<file path="src/rtl/irig_b_frame_gen_pkg.sv">
// IRIG-B frame generator shared definitions: symbol codes, frame layout,
// BCD time bundle and frame/SBS helper functions.
package irig_b_frame_gen_pkg;

    localparam logic [31:0] SYM_0 = 32'd48;
    localparam logic [31:0] SYM_1 = 32'd49;
    localparam logic [31:0] SYM_P = 32'd80;

    localparam logic [99:0] MARK_MASK =
        (100'd1 << 0)  | (100'd1 << 9)  |
        (100'd1 << 19) | (100'd1 << 29) |
        (100'd1 << 39) | (100'd1 << 49) |
        (100'd1 << 59) | (100'd1 << 69) |
        (100'd1 << 79) | (100'd1 << 89) |
        (100'd1 << 99);

    localparam int POS_SEC_U = 1;
    localparam int POS_SEC_T = 6;
    localparam int POS_MIN_U = 10;
    localparam int POS_MIN_T = 15;
    localparam int POS_HR_U  = 20;
    localparam int POS_HR_T  = 25;
    localparam int POS_DAY_U = 30;
    localparam int POS_DAY_T = 35;
    localparam int POS_DAY_H = 40;
    localparam int POS_YR_U  = 50;
    localparam int POS_YR_T  = 55;
    localparam int POS_SBS_L = 80;
    localparam int POS_SBS_H = 90;

    typedef enum logic {
        ST_IDLE,
        ST_RUN
    } state_t;

    typedef struct packed {
        logic [7:0]  year;
        logic [11:0] day;
        logic [7:0]  hour;
        logic [7:0]  min;
        logic [7:0]  sec;
    } bcd_time_t;

    localparam bcd_time_t RESET_TIME = '{
        year: 8'h00,
        day:  12'h001,
        hour: 8'h00,
        min:  8'h00,
        sec:  8'h00
    };

    // Data bits of one frame, LSB of each field first; SBS is merged later.
    function automatic logic [99:0] build_frame(input bcd_time_t t);
        logic [99:0] f;
        f = '0;
        f[POS_SEC_U +: 4] = t.sec[3:0];
        f[POS_SEC_T +: 3] = t.sec[6:4];
        f[POS_MIN_U +: 4] = t.min[3:0];
        f[POS_MIN_T +: 3] = t.min[6:4];
        f[POS_HR_U  +: 4] = t.hour[3:0];
        f[POS_HR_T  +: 2] = t.hour[5:4];
        f[POS_DAY_U +: 4] = t.day[3:0];
        f[POS_DAY_T +: 4] = t.day[7:4];
        f[POS_DAY_H +: 2] = t.day[9:8];
        f[POS_YR_U  +: 4] = t.year[3:0];
        f[POS_YR_T  +: 4] = t.year[7:4];
        return f;
    endfunction

    function automatic logic [99:0] place_sbs(input logic [16:0] s);
        logic [99:0] f;
        f = '0;
        f[POS_SBS_L +: 9] = s[8:0];
        f[POS_SBS_H +: 8] = s[16:9];
        return f;
    endfunction

    function automatic logic [6:0] bcd2bin(input logic [7:0] b);
        return 7'(b[7:4]) * 7'd10 + 7'(b[3:0]);
    endfunction

    function automatic logic [16:0] calc_sbs(
        input logic [7:0] h,
        input logic [7:0] m,
        input logic [7:0] s
    );
        return 17'(bcd2bin(h)) * 17'd3600
             + 17'(bcd2bin(m)) * 17'd60
             + 17'(bcd2bin(s));
    endfunction

endpackage

</file>
<file path="src/rtl/irig_b_frame_gen_bcd_time_inc.sv">
// Combinational BCD time-of-year +1 s with leap-day rollover, plus a
// range checker for a second (load) time value.
// Ports: cur (time to advance), nxt (cur + 1 s), chk (time to validate),
//        chk_ok (1 when every field of chk is legal BCD and in range).
module bcd_time_inc
    import irig_b_frame_gen_pkg::*;
(
    input  bcd_time_t cur,
    input  bcd_time_t chk,
    output bcd_time_t nxt,
    output logic      chk_ok
);

    function automatic logic [7:0] inc2(input logic [7:0] v);
        return (v[3:0] == 4'd9) ? {v[7:4] + 4'd1, 4'd0}
                                : {v[7:4], v[3:0] + 4'd1};
    endfunction

    function automatic logic [11:0] inc3(input logic [11:0] v);
        if (v[3:0] != 4'd9)
            return {v[11:4], v[3:0] + 4'd1};
        else if (v[7:4] != 4'd9)
            return {v[11:8], v[7:4] + 4'd1, 4'd0};
        else
            return {v[11:8] + 4'd1, 8'h00};
    endfunction

    // Year mod 4 == 0 in BCD: (2*tens + units) mod 4 == 0.
    function automatic logic is_leap(input logic [7:0] y);
        if (y[4])
            return (y[3:0] == 4'd2) || (y[3:0] == 4'd6);
        else
            return (y[3:0] == 4'd0) || (y[3:0] == 4'd4) ||
                   (y[3:0] == 4'd8);
    endfunction

    function automatic logic [11:0] last_day(input logic [7:0] y);
        return is_leap(y) ? 12'h366 : 12'h365;
    endfunction

    function automatic logic dig_ok(input logic [3:0] d);
        return d <= 4'd9;
    endfunction

    logic c_sec;
    logic c_min;
    logic c_hour;
    logic c_day;

    always_comb begin
        c_sec  = (cur.sec == 8'h59);
        c_min  = c_sec && (cur.min == 8'h59);
        c_hour = c_min && (cur.hour == 8'h23);
        c_day  = c_hour && (cur.day == last_day(cur.year));

        nxt.sec  = c_sec ? 8'h00 : inc2(cur.sec);
        nxt.min  = !c_sec ? cur.min
                 : (c_min ? 8'h00 : inc2(cur.min));
        nxt.hour = !c_min ? cur.hour
                 : (c_hour ? 8'h00 : inc2(cur.hour));
        nxt.day  = !c_hour ? cur.day
                 : (c_day ? 12'h001 : inc3(cur.day));
        nxt.year = !c_day ? cur.year
                 : ((cur.year == 8'h99) ? 8'h00 : inc2(cur.year));
    end

    // With every digit legal, BCD compares in numeric order.
    assign chk_ok = dig_ok(chk.sec[3:0])  && dig_ok(chk.sec[7:4])  &&
                    dig_ok(chk.min[3:0])  && dig_ok(chk.min[7:4])  &&
                    dig_ok(chk.hour[3:0]) && dig_ok(chk.hour[7:4]) &&
                    dig_ok(chk.day[3:0])  && dig_ok(chk.day[7:4])  &&
                    dig_ok(chk.day[11:8]) &&
                    dig_ok(chk.year[3:0]) && dig_ok(chk.year[7:4]) &&
                    (chk.sec  <= 8'h59) &&
                    (chk.min  <= 8'h59) &&
                    (chk.hour <= 8'h23) &&
                    (chk.day  != 12'h000) &&
                    (chk.day  <= last_day(chk.year));

endmodule

</file>
<file path="src/rtl/irig_b_frame_gen.sv">
// IRIG-B frame generator: keeps BCD time-of-year and issues one symbol
// code (48 / 49 / 'P') per 10 ms slot, 100 symbols per frame.
// Ports: clk, rst_n (async, active-low), en, time_load + ld_* (BCD time),
//        ex_sig_B_code (symbol code, 0 when idle), frame_start, sym_idx,
//        load_err (rejected load pulse).
module irig_b_frame_gen
    import irig_b_frame_gen_pkg::*;
#(
    parameter int NUM_10MS = 1_249_999,
    parameter int SYM_NUM  = 100
) (
    input  logic        clk,
    input  logic        rst_n,
    input  logic        en,
    input  logic        time_load,
    input  logic [7:0]  ld_sec,
    input  logic [7:0]  ld_min,
    input  logic [7:0]  ld_hour,
    input  logic [11:0] ld_day,
    input  logic [7:0]  ld_year,
    output logic [31:0] ex_sig_B_code,
    output logic        frame_start,
    output logic [6:0]  sym_idx,
    output logic        load_err
);

    localparam int            CW       = $clog2(NUM_10MS + 1);
    localparam logic [CW-1:0] CNT_LAST = CW'(NUM_10MS);
    localparam logic [6:0]    IDX_LAST = 7'(SYM_NUM - 1);

    state_t        state;
    logic [CW-1:0] cnt;
    bcd_time_t     time_r;
    bcd_time_t     ld_t;
    bcd_time_t     snap_t;
    bcd_time_t     nxt_t;
    logic          ld_ok;
    logic          load_ok;
    logic          boundary;
    logic          start_frame;
    logic [23:0]   snap_hms;
    logic [16:0]   sbs_r;
    logic [99:0]   frame_r;
    logic [99:0]   frame_word;
    logic [6:0]    idx_nx;
    logic [31:0]   code_nx;

    assign ld_t    = {ld_year, ld_day, ld_hour, ld_min, ld_sec};
    assign load_ok = time_load && ld_ok;

    // A valid load on the symbol-0 slot goes straight into that frame.
    assign snap_t = load_ok ? ld_t : time_r;

    bcd_time_inc u_inc (
        .cur    (snap_t),
        .chk    (ld_t),
        .nxt    (nxt_t),
        .chk_ok (ld_ok)
    );

    assign boundary    = (cnt == CNT_LAST);
    assign start_frame = en &&
                         ((state == ST_IDLE) || (sym_idx == IDX_LAST));

    assign frame_word = frame_r | place_sbs(sbs_r);
    assign idx_nx     = sym_idx + 7'd1;
    assign code_nx    = MARK_MASK[idx_nx] ? SYM_P
                      : (frame_word[idx_nx] ? SYM_1 : SYM_0);

    always_ff @(posedge clk or negedge rst_n) begin
        if (!rst_n) begin
            state         <= ST_IDLE;
            cnt           <= '0;
            sym_idx       <= '0;
            ex_sig_B_code <= '0;
            frame_start   <= 1'b0;
            load_err      <= 1'b0;
            time_r        <= RESET_TIME;
            snap_hms      <= '0;
            sbs_r         <= '0;
            frame_r       <= '0;
        end else begin
            cnt         <= boundary ? '0 : cnt + CW'(1);
            frame_start <= 1'b0;
            load_err    <= time_load && !ld_ok;

            // snap_hms only moves at symbol 0, so SBS settles long
            // before slot 80 and always matches its own frame.
            sbs_r <= calc_sbs(snap_hms[23:16], snap_hms[15:8],
                              snap_hms[7:0]);

            if (boundary && start_frame)
                time_r <= nxt_t;
            else if (load_ok)
                time_r <= ld_t;

            if (boundary) begin
                unique case (1'b1)
                    !en: begin
                        state         <= ST_IDLE;
                        sym_idx       <= '0;
                        ex_sig_B_code <= '0;
                    end
                    start_frame: begin
                        state         <= ST_RUN;
                        sym_idx       <= '0;
                        ex_sig_B_code <= SYM_P;
                        frame_start   <= 1'b1;
                        frame_r       <= build_frame(snap_t);
                        snap_hms      <= {snap_t.hour, snap_t.min,
                                          snap_t.sec};
                    end
                    default: begin
                        sym_idx       <= idx_nx;
                        ex_sig_B_code <= code_nx;
                    end
                endcase
            end
        end
    end

endmodule

</file>
<file path="config.mk">
export PLATFORM = sky130hd
export DESIGN_NAME = irig_b_frame_gen
export DESIGN_NICKNAME = d
export VERILOG_FILES = /design/src/rtl/irig_b_frame_gen_pkg.sv /design/src/rtl/irig_b_frame_gen_bcd_time_inc.sv /design/src/rtl/irig_b_frame_gen.sv
export SDC_FILE = /design/constraint.sdc
export NUM_CORES = 1
export LEC_CHECK = 0
export CORE_MARGIN = 8
export CORE_UTILIZATION = 60
export CTS_CLUSTER_SIZE = 10
export DETAILED_ROUTE_END_ITERATION = 16
export PLACE_DENSITY_LB_ADDON = 0.05
export SLEW_MARGIN = 5
export SYNTH_ARGS = -nofsm -noshare
export SYNTH_HDL_FRONTEND = slang
export SYNTH_HIERARCHICAL = 1
export SYNTH_SLANG_ARGS = --single-unit
</file>
<file path="constraint.sdc">
create_clock -name clk -period 12.2 [get_ports clk]
set_clock_uncertainty 0.1 [all_clocks]
set_input_delay 3.05 -clock clk [delete_from_list [all_inputs] [get_ports clk]]
set_output_delay 3.05 -clock clk [all_outputs]
set_load 0.01 [all_outputs]
</file>
==> results of run 1 <==
report_power, final:
group / switching, mW / internal [mW] / total [mW]
Combinational: 0.0245 / 0.0177 / 0.0422
Clock: 0.200 / 0.370 / 0.570
Sequential: 0.000313 / 0.459 / 0.459
Total: 0.224 / 0.847 / 1.07
cell type report:
cell class | instances | area, um2 | area share, %
clock buffer | 23 | 498 | 4.17
clock inverter | 9 | 158 | 1.32
sequential | 138 | 3450 | 28.9
tap | 229 | 287 | 2.40
inverter | 103 | 387 | 3.24
multi-input combinational | 908 | 6520 | 54.6
timing repair buffer | 65 | 639 | 5.35
per-stage QoR:
step / power [mW] / cell area, um2 / hold WS, ns / std cells / worst slack (ns)
floorplan: 0.484 / 10900 / 0.273 / 1219 / 5.01
global placement: 0.510 / 11300 / 0.337 / 1443 / 3.62
detailed placement: 0.510 / 11300 / 0.358 / 1443 / 3.46
CTS: 1.08 / 11900 / 0.372 / 1475 / 3.90
global route: 1.10 / 11900 / 0.385 / 1475 / 3.43
finish: 1.07 / 11900 / 0.379 / 1475 / 3.85
layer usage:
metal	track usage (%)	vias up	wire, um
li1	-	4151	-
met1	29.4	4042	11100
met2	35.7	163	11300
met3	3.84	28	984
met4	6.25	0	329
met5	0	-	0
registers in the layout, summed over array words and instances, names as in the netlist:
signal and count:
ex_sig_B_code 4, cnt 21, sbs_r 17, frame_r 18
time_r 44, state 1, load_err 1, sym_idx 7
frame_start 1, snap_hms 24
Yosys cell counts, types with 9 or more instances:
master and instances:
clkbuf_1 13, nor3_1 13, nor2b_1 13, nand3_1 16
buf_6 13, inv_1 103, buf_2 12, nand2_1 121
mux2i_1 56, fa_1 21, nand4_1 18, and3_1 9
a21o_1 13, nor2_1 104, o21ai_1 28, nor4_1 9
xnor2_1 56, nand3b_1 10, dfrtp_1 137, ha_1 100
buf_4 32, o21ai_0 59, xor2_1 27, a21oi_1 81
final timing paths:
kind | startpoint | end | slack [ns] | cells after the start
max in group asynchronous | rst_n | time_r[15] | 8.10 | 2
min in group asynchronous | rst_n | sbs_r[15] | 2.49 | 1
worst max-delay path | ld_year[3] | time_r[39] | 3.85 | 22
worst min-delay path | snap_hms[0] | sbs_r[0] | 0.38 | 0
worst min register to register | snap_hms[0] | sbs_r[0] | 0.38 | 0
worst max register to register | snap_hms[14] | sbs_r[16] | 6.39 | 21
worst max-delay path: cells and delay by family:
| kind | cells | cell delay (ns) |
|---|---|---|
| buffers and inverters | 4 | 1.22 |
| multiplexers | 1 | 0.32 |
| adder cells (fa/ha/maj) | 2 | 0.48 |
| AND/OR/NAND/NOR | 8 | 2.21 |
| AO/OA/AOI/OAI | 7 | 1.21 |
cells by family (layout without fill, tap and decap cells):
kind of cell             count (synthesis)  after routing  synth area share, %
AO/OA/AOI/OAI                          237            237                 12.8
XOR/XNOR                                83             83                 6.76
flip-flops                             138            138                 32.1
adder cells (fa/ha/maj)                121            121                 15.5
other                                    1             28               0.0349
AND/OR/NAND/NOR                        365            365                 16.9
multiplexers                            74             74                 7.69
buffers and inverters                  173            200                 8.20
==> flow_metrics.env, run 1 <==
export IMPL_crit_chain="clkdlybuf4s50_1 > a211oi_1 > o21bai_1 > ha_1 > nand2_1 > nand2_1 > o21ai_0 > a31o_2 > a31oi_1 > nand2_2 > buf_4 > mux2i_1 > inv_1 > inv_1 > ha_1 > and3b_1 > and4_1 > and2_1 > nand4_1 > a211o_1 > nor2_1 > a21oi_1"
export IMPL_clkLatencyLatePin_ns=0.43
export IMPL_clkTransAtPathRegs_ns=0.06
export IMPL_ir_drop_mv=0.107
export IMPL_ys_warn_count=6
export IMPL_cts_max_level=4
export IMPL_die_area_um2=22500
export IMPL_cts_tree="built"
export IMPL_grt_pass1_wl_um=39800
export IMPL_floorplan_initialDensity_pct=60.5
export IMPL_crit_slowest_cell="clkdlybuf4s50_1"
export IMPL_yosys_most_used_dff="dfrtp_1"
export IMPL_synth_edff_count=0
export IMPL_maxCapViolations=0
export IMPL_cts_resized=0
export IMPL_postCtsHoldBufs=0
export IMPL_worst_pin_slew_ns=1.12
export IMPL_ant_nets=0
export IMPL_synth_cell_types=71
export IMPL_fp_dieW_um=150
export IMPL_die_h_um=150
export IMPL_grt_max_degree=98
export IMPL_syn_area_um2=10800
export IMPL_rsz0062_at_grt="no"
export IMPL_dp_final_hpwl_um=17800
export IMPL_mostFrequentLayoutCells="137 x dfrtp_1, 120 x nand2_1, 104 x nor2_1, 103 x inv_1, 100 x ha_1"
export IMPL_num_antenna_cells=0
export IMPL_wirelength_um=23700
export IMPL_critPathMaxFanout=27
export IMPL_final_max_slew_viol_count=0
export IMPL_grt_pass1_vias=8262
export IMPL_worstPathRequired_ns=12.37
export IMPL_wl_per_cell_um=16.1
export IMPL_drtPass1Iterations=4
export IMPL_synth_top_area_cell="dfrtp_1"
export IMPL_rows=49
export IMPL_setup_viol=0
export IMPL_fin_nets=1402
export IMPL_first_iter_violations=481
export IMPL_start_kind="input pin"
export IMPL_async_reset_ff_share_pct=100
export IMPL_coreArea_um2=17800
export IMPL_layout_commonest_cell="dfrtp_1"
export IMPL_area_delta_synth_final_pct=11.1
export IMPL_syn_inst=1192
export IMPL_fillers=1519
export IMPL_clockRootBuffer="clkbuf_16"
export IMPL_status="complete, no violations"
export IMPL_io_buffer_count=60
export IMPL_max_slew_margin_pct=25.6
export IMPL_synth_top_area_share_pct=31.9
export IMPL_tns_ns=0
export IMPL_hp_class="reg2reg"
export IMPL_vias_per_cell=5.68
export IMPL_finalHoldViolations=0
export IMPL_drc=0
export IMPL_cp_arrival_ns=8.52
export IMPL_vias=8384
export IMPL_io_pin_count=89
export IMPL_period_needed_ns=8.35
export IMPL_numCtsBuffers=17
export IMPL_drive_above_1_share_pct=5.62
export IMPL_fmax_ghz=0.120
export IMPL_gp_congestion=0.864
export IMPL_synthTopCellsByArea="dfrtp_1 32%, ha_1 12%, mux2i_1 5.2%"
export IMPL_final_util_pct=67.2
export IMPL_cts_sinks=138
export IMPL_p_per_area_nw_per_um2=89.7
export IMPL_grt_overflow_total=0
export IMPL_leakage_nw=6.44
export IMPL_fin_crit_sh_pct=68.4
export IMPL_antenna_found_initial=0
export IMPL_syn_avg_cell_area_um2=9.02
export IMPL_endpoint_kind="flop"
export IMPL_seq_area_frac_synth_pct=32.1
export IMPL_ys_seq_elements=138
export IMPL_path_class="in2reg"
export IMPL_cts_buffer_depth=2
export IMPL_grt_use_total_pct=21.9
export IMPL_critical_path_max_stage_delay_ns=0.52
export IMPL_post_cts_buffers=0
Note: power is estimated with default switching activity, not from simulation.
==> run 2, diff against run 1 <==
Settings changed: CORE_UTILIZATION 60 to 54.
Clock period 12.2 ns to 6.94 ns, I/O delays scaled along.
==> run 2 against run 1 <==
  * Routed wire length grew 2.0%
  * Sequential cell count is the same
  * Register-to-register slack lost 5.3 ns
  * Setup slack lost 3.1 ns
  * First-iteration DRC count grew 11%
  * Combinational power grew 80%
  * Non-clock buffer count grew 6
  * Power grew 67%
==> flow_metrics.env, run 2 (synthesis gave the netlist of run 1 again) <==
export IMPL_path_class="in2reg"
export IMPL_top_register="time_r"
export IMPL_grt_pass1_wl_um=40700
export IMPL_area_delta_synth_final_pct=11.4
export IMPL_period_needed_ns=6.22
export IMPL_p_per_area_nw_per_um2=150
export IMPL_layout_commonest_cell="dfrtp_1"
export IMPL_timing_rr_start="snap_hms[12]"
export IMPL_numCtsBuffers=17
export IMPL_cp_arrival_ns=6.37
export IMPL_fin_cells=1517
export IMPL_num_antenna_cells=0
export IMPL_cts_tree="built"
export IMPL_maxCapViolations=0
export IMPL_grt_max_degree=100
export IMPL_drtPass1Iterations=5
export IMPL_critPathMaxFanout=30
export IMPL_fin_crit_sh_pct=89.6
export IMPL_status="complete, no violations"
export IMPL_vias_per_cell=5.51
export IMPL_coreArea_um2=19500
export IMPL_fillers=1751
export IMPL_io_buffer_count=60
export IMPL_io_pin_count=89
export IMPL_die_h_um=157
export IMPL_finalHoldViolations=0
export IMPL_cts_buffer_depth=2
export IMPL_fp_dieW_um=157
export IMPL_multiInputGateArea_um2=6520
export IMPL_largest_reg_flops=44
export IMPL_final_max_slew_viol_count=0
export IMPL_setup_viol=0
export IMPL_gp_congestion=0.837
export IMPL_hold_start="snap_hms[0]"
export IMPL_ir_drop_mv=0.161
export IMPL_tns_ns=0
export IMPL_clkLatencyLatePin_ns=0.42
export IMPL_dp_final_hpwl_um=18400
export IMPL_hp_class="reg2reg"
export IMPL_fmax_ghz=0.161
export IMPL_rows=51
export IMPL_endpoint_kind="flop"
export IMPL_clockRootBuffer="clkbuf_16"
export IMPL_min_delay_worst_endpoint="sbs_r[0]"
export IMPL_drc=0
export IMPL_critical_path_max_stage_delay_ns=0.49
export IMPL_rsz0062_at_grt="no"
export IMPL_wl_per_cell_um=15.9
export IMPL_crit_slowest_cell="or4b_4"
export IMPL_r2r_setup_slack_ns=1.08
export IMPL_clkTransAtPathRegs_ns=0.06
export IMPL_cts_max_level=4
export IMPL_max_slew_margin_pct=28.7
export IMPL_start_kind="input pin"
export IMPL_postCtsHoldBufs=0
export IMPL_largestRegisters="time_r (44), snap_hms (24), cnt (21)"
export IMPL_die_area_um2=24700
export IMPL_r2r_end="sbs_r[14]"
export IMPL_regArea_um2=3450
export IMPL_antenna_found_initial=1
export IMPL_fin_nets=1408
export IMPL_r2r_cells=24
export IMPL_drive_above_1_share_pct=6.07
export IMPL_post_cts_buffers=0
export IMPL_grt_pass1_vias=8186
export IMPL_ant_nets=0
export IMPL_vias=8355
export IMPL_mostFrequentLayoutCells="137 x dfrtp_1, 120 x nand2_1, 104 x nor2_1, 103 x inv_1, 100 x ha_1"
export IMPL_grt_overflow_total=0
export IMPL_wirelength_um=24200
export IMPL_first_iter_violations=534
export IMPL_dp_cells=1485
export IMPL_floorplan_initialDensity_pct=55.1
export IMPL_hold_depth=0
export IMPL_worst_pin_slew_ns=1.07
export IMPL_leakage_nw=6.44
export IMPL_cts_resized=0
export IMPL_worstPathRequired_ns=7.09
export IMPL_crit_chain="clkdlybuf4s50_1 > a211oi_1 > o21bai_1 > ha_1 > a21oi_1 > o21ai_0 > a31o_2 > a31oi_1 > nand2_2 > buf_12 > mux2i_1 > inv_1 > ha_1 > or4b_4 > nor3b_4 > and2_1 > nand4_1 > a211o_1 > nor2_1 > a21oi_1"
export IMPL_cts_sinks=138
export IMPL_grt_use_total_pct=20.6
run 2: changes by cell type in the layout (fill, tap and decap cells not counted):
cell        change
inv_8           +1
buf_4           +5
bufinv_16       -2
clkbuf_8        -4
inv_6           +1
clkinv_2        +2
clkinv_4        +1
clkinvlp_4      +1
buf_12          +1
run 2: where the power goes:
part	switching (mW)	internal, mW
registers	0.000520	0.806
logic	0.0445	0.0316
clock network	0.369	0.542
run 2: metal layers:
| layer | track usage (%) | vias up | wire length, um |
|---|---|---|---|
| met5 | 0 | - | 13 |
| met4 | 6.84 | 2 | 539 |
| met3 | 4.00 | 29 | 1020 |
| met2 | 33.0 | 183 | 11200 |
| met1 | 27.5 | 3986 | 11400 |
| li1 | - | 4155 | - |
run 2: worst max path at each step:
stage	to	from	slack [ns]	cells after the start
finish	time_r[39]	ld_year[2]	0.72	20
global route	time_r[39]	ld_year[2]	0.28	20
CTS	time_r[39]	ld_year[2]	0.76	19
detailed placement	time_r[39]	ld_year[2]	0.33	19
global placement	time_r[39]	ld_year[2]	0.44	20
floorplan	time_r[40]	ld_year[2]	1.07	19
run 2: layout make-up:
cell class / count / share of cell area, %
Sequential cell: 138 / 28.8
Clock buffer: 19 / 3.70
Clock inverter: 13 / 1.20
Timing Repair Buffer: 71 / 5.82
Multi-Input combinational cell: 908 / 54.4
Tap cell: 265 / 2.77
Inverter: 103 / 3.23
run 2: worst max-delay path: cells and delay by family:
| family | cells | cell delay [ns] |
|---|---|---|
| compound gates | 8 | 1.49 |
| mux | 1 | 0.18 |
| buf+inv | 3 | 0.81 |
| fa+ha+maj | 2 | 0.51 |
| simple gates | 6 | 1.63 |
run 2: metrics by stage:
step	utilization [%]	hold slack (ns)	setup slack [ns]	power [mW]	instance area [um2]
detailed placement	58.3	0.304	0.326	0.899	11400
CTS	61.3	0.318	0.755	1.82	12000
finish	61.3	0.323	0.720	1.79	12000
global placement	58.3	0.300	0.443	0.898	11400
global route	61.3	0.334	0.278	1.86	12000
floorplan	-	0.273	1.07	0.851	10900
==> run 3, diff against run 2 <==
Settings changed: ABC_CLOCK_PERIOD_IN_PS set to 6940.
==> results of run 3 <==
No change in the layout: final DEF, timing and power equal those of run 2.
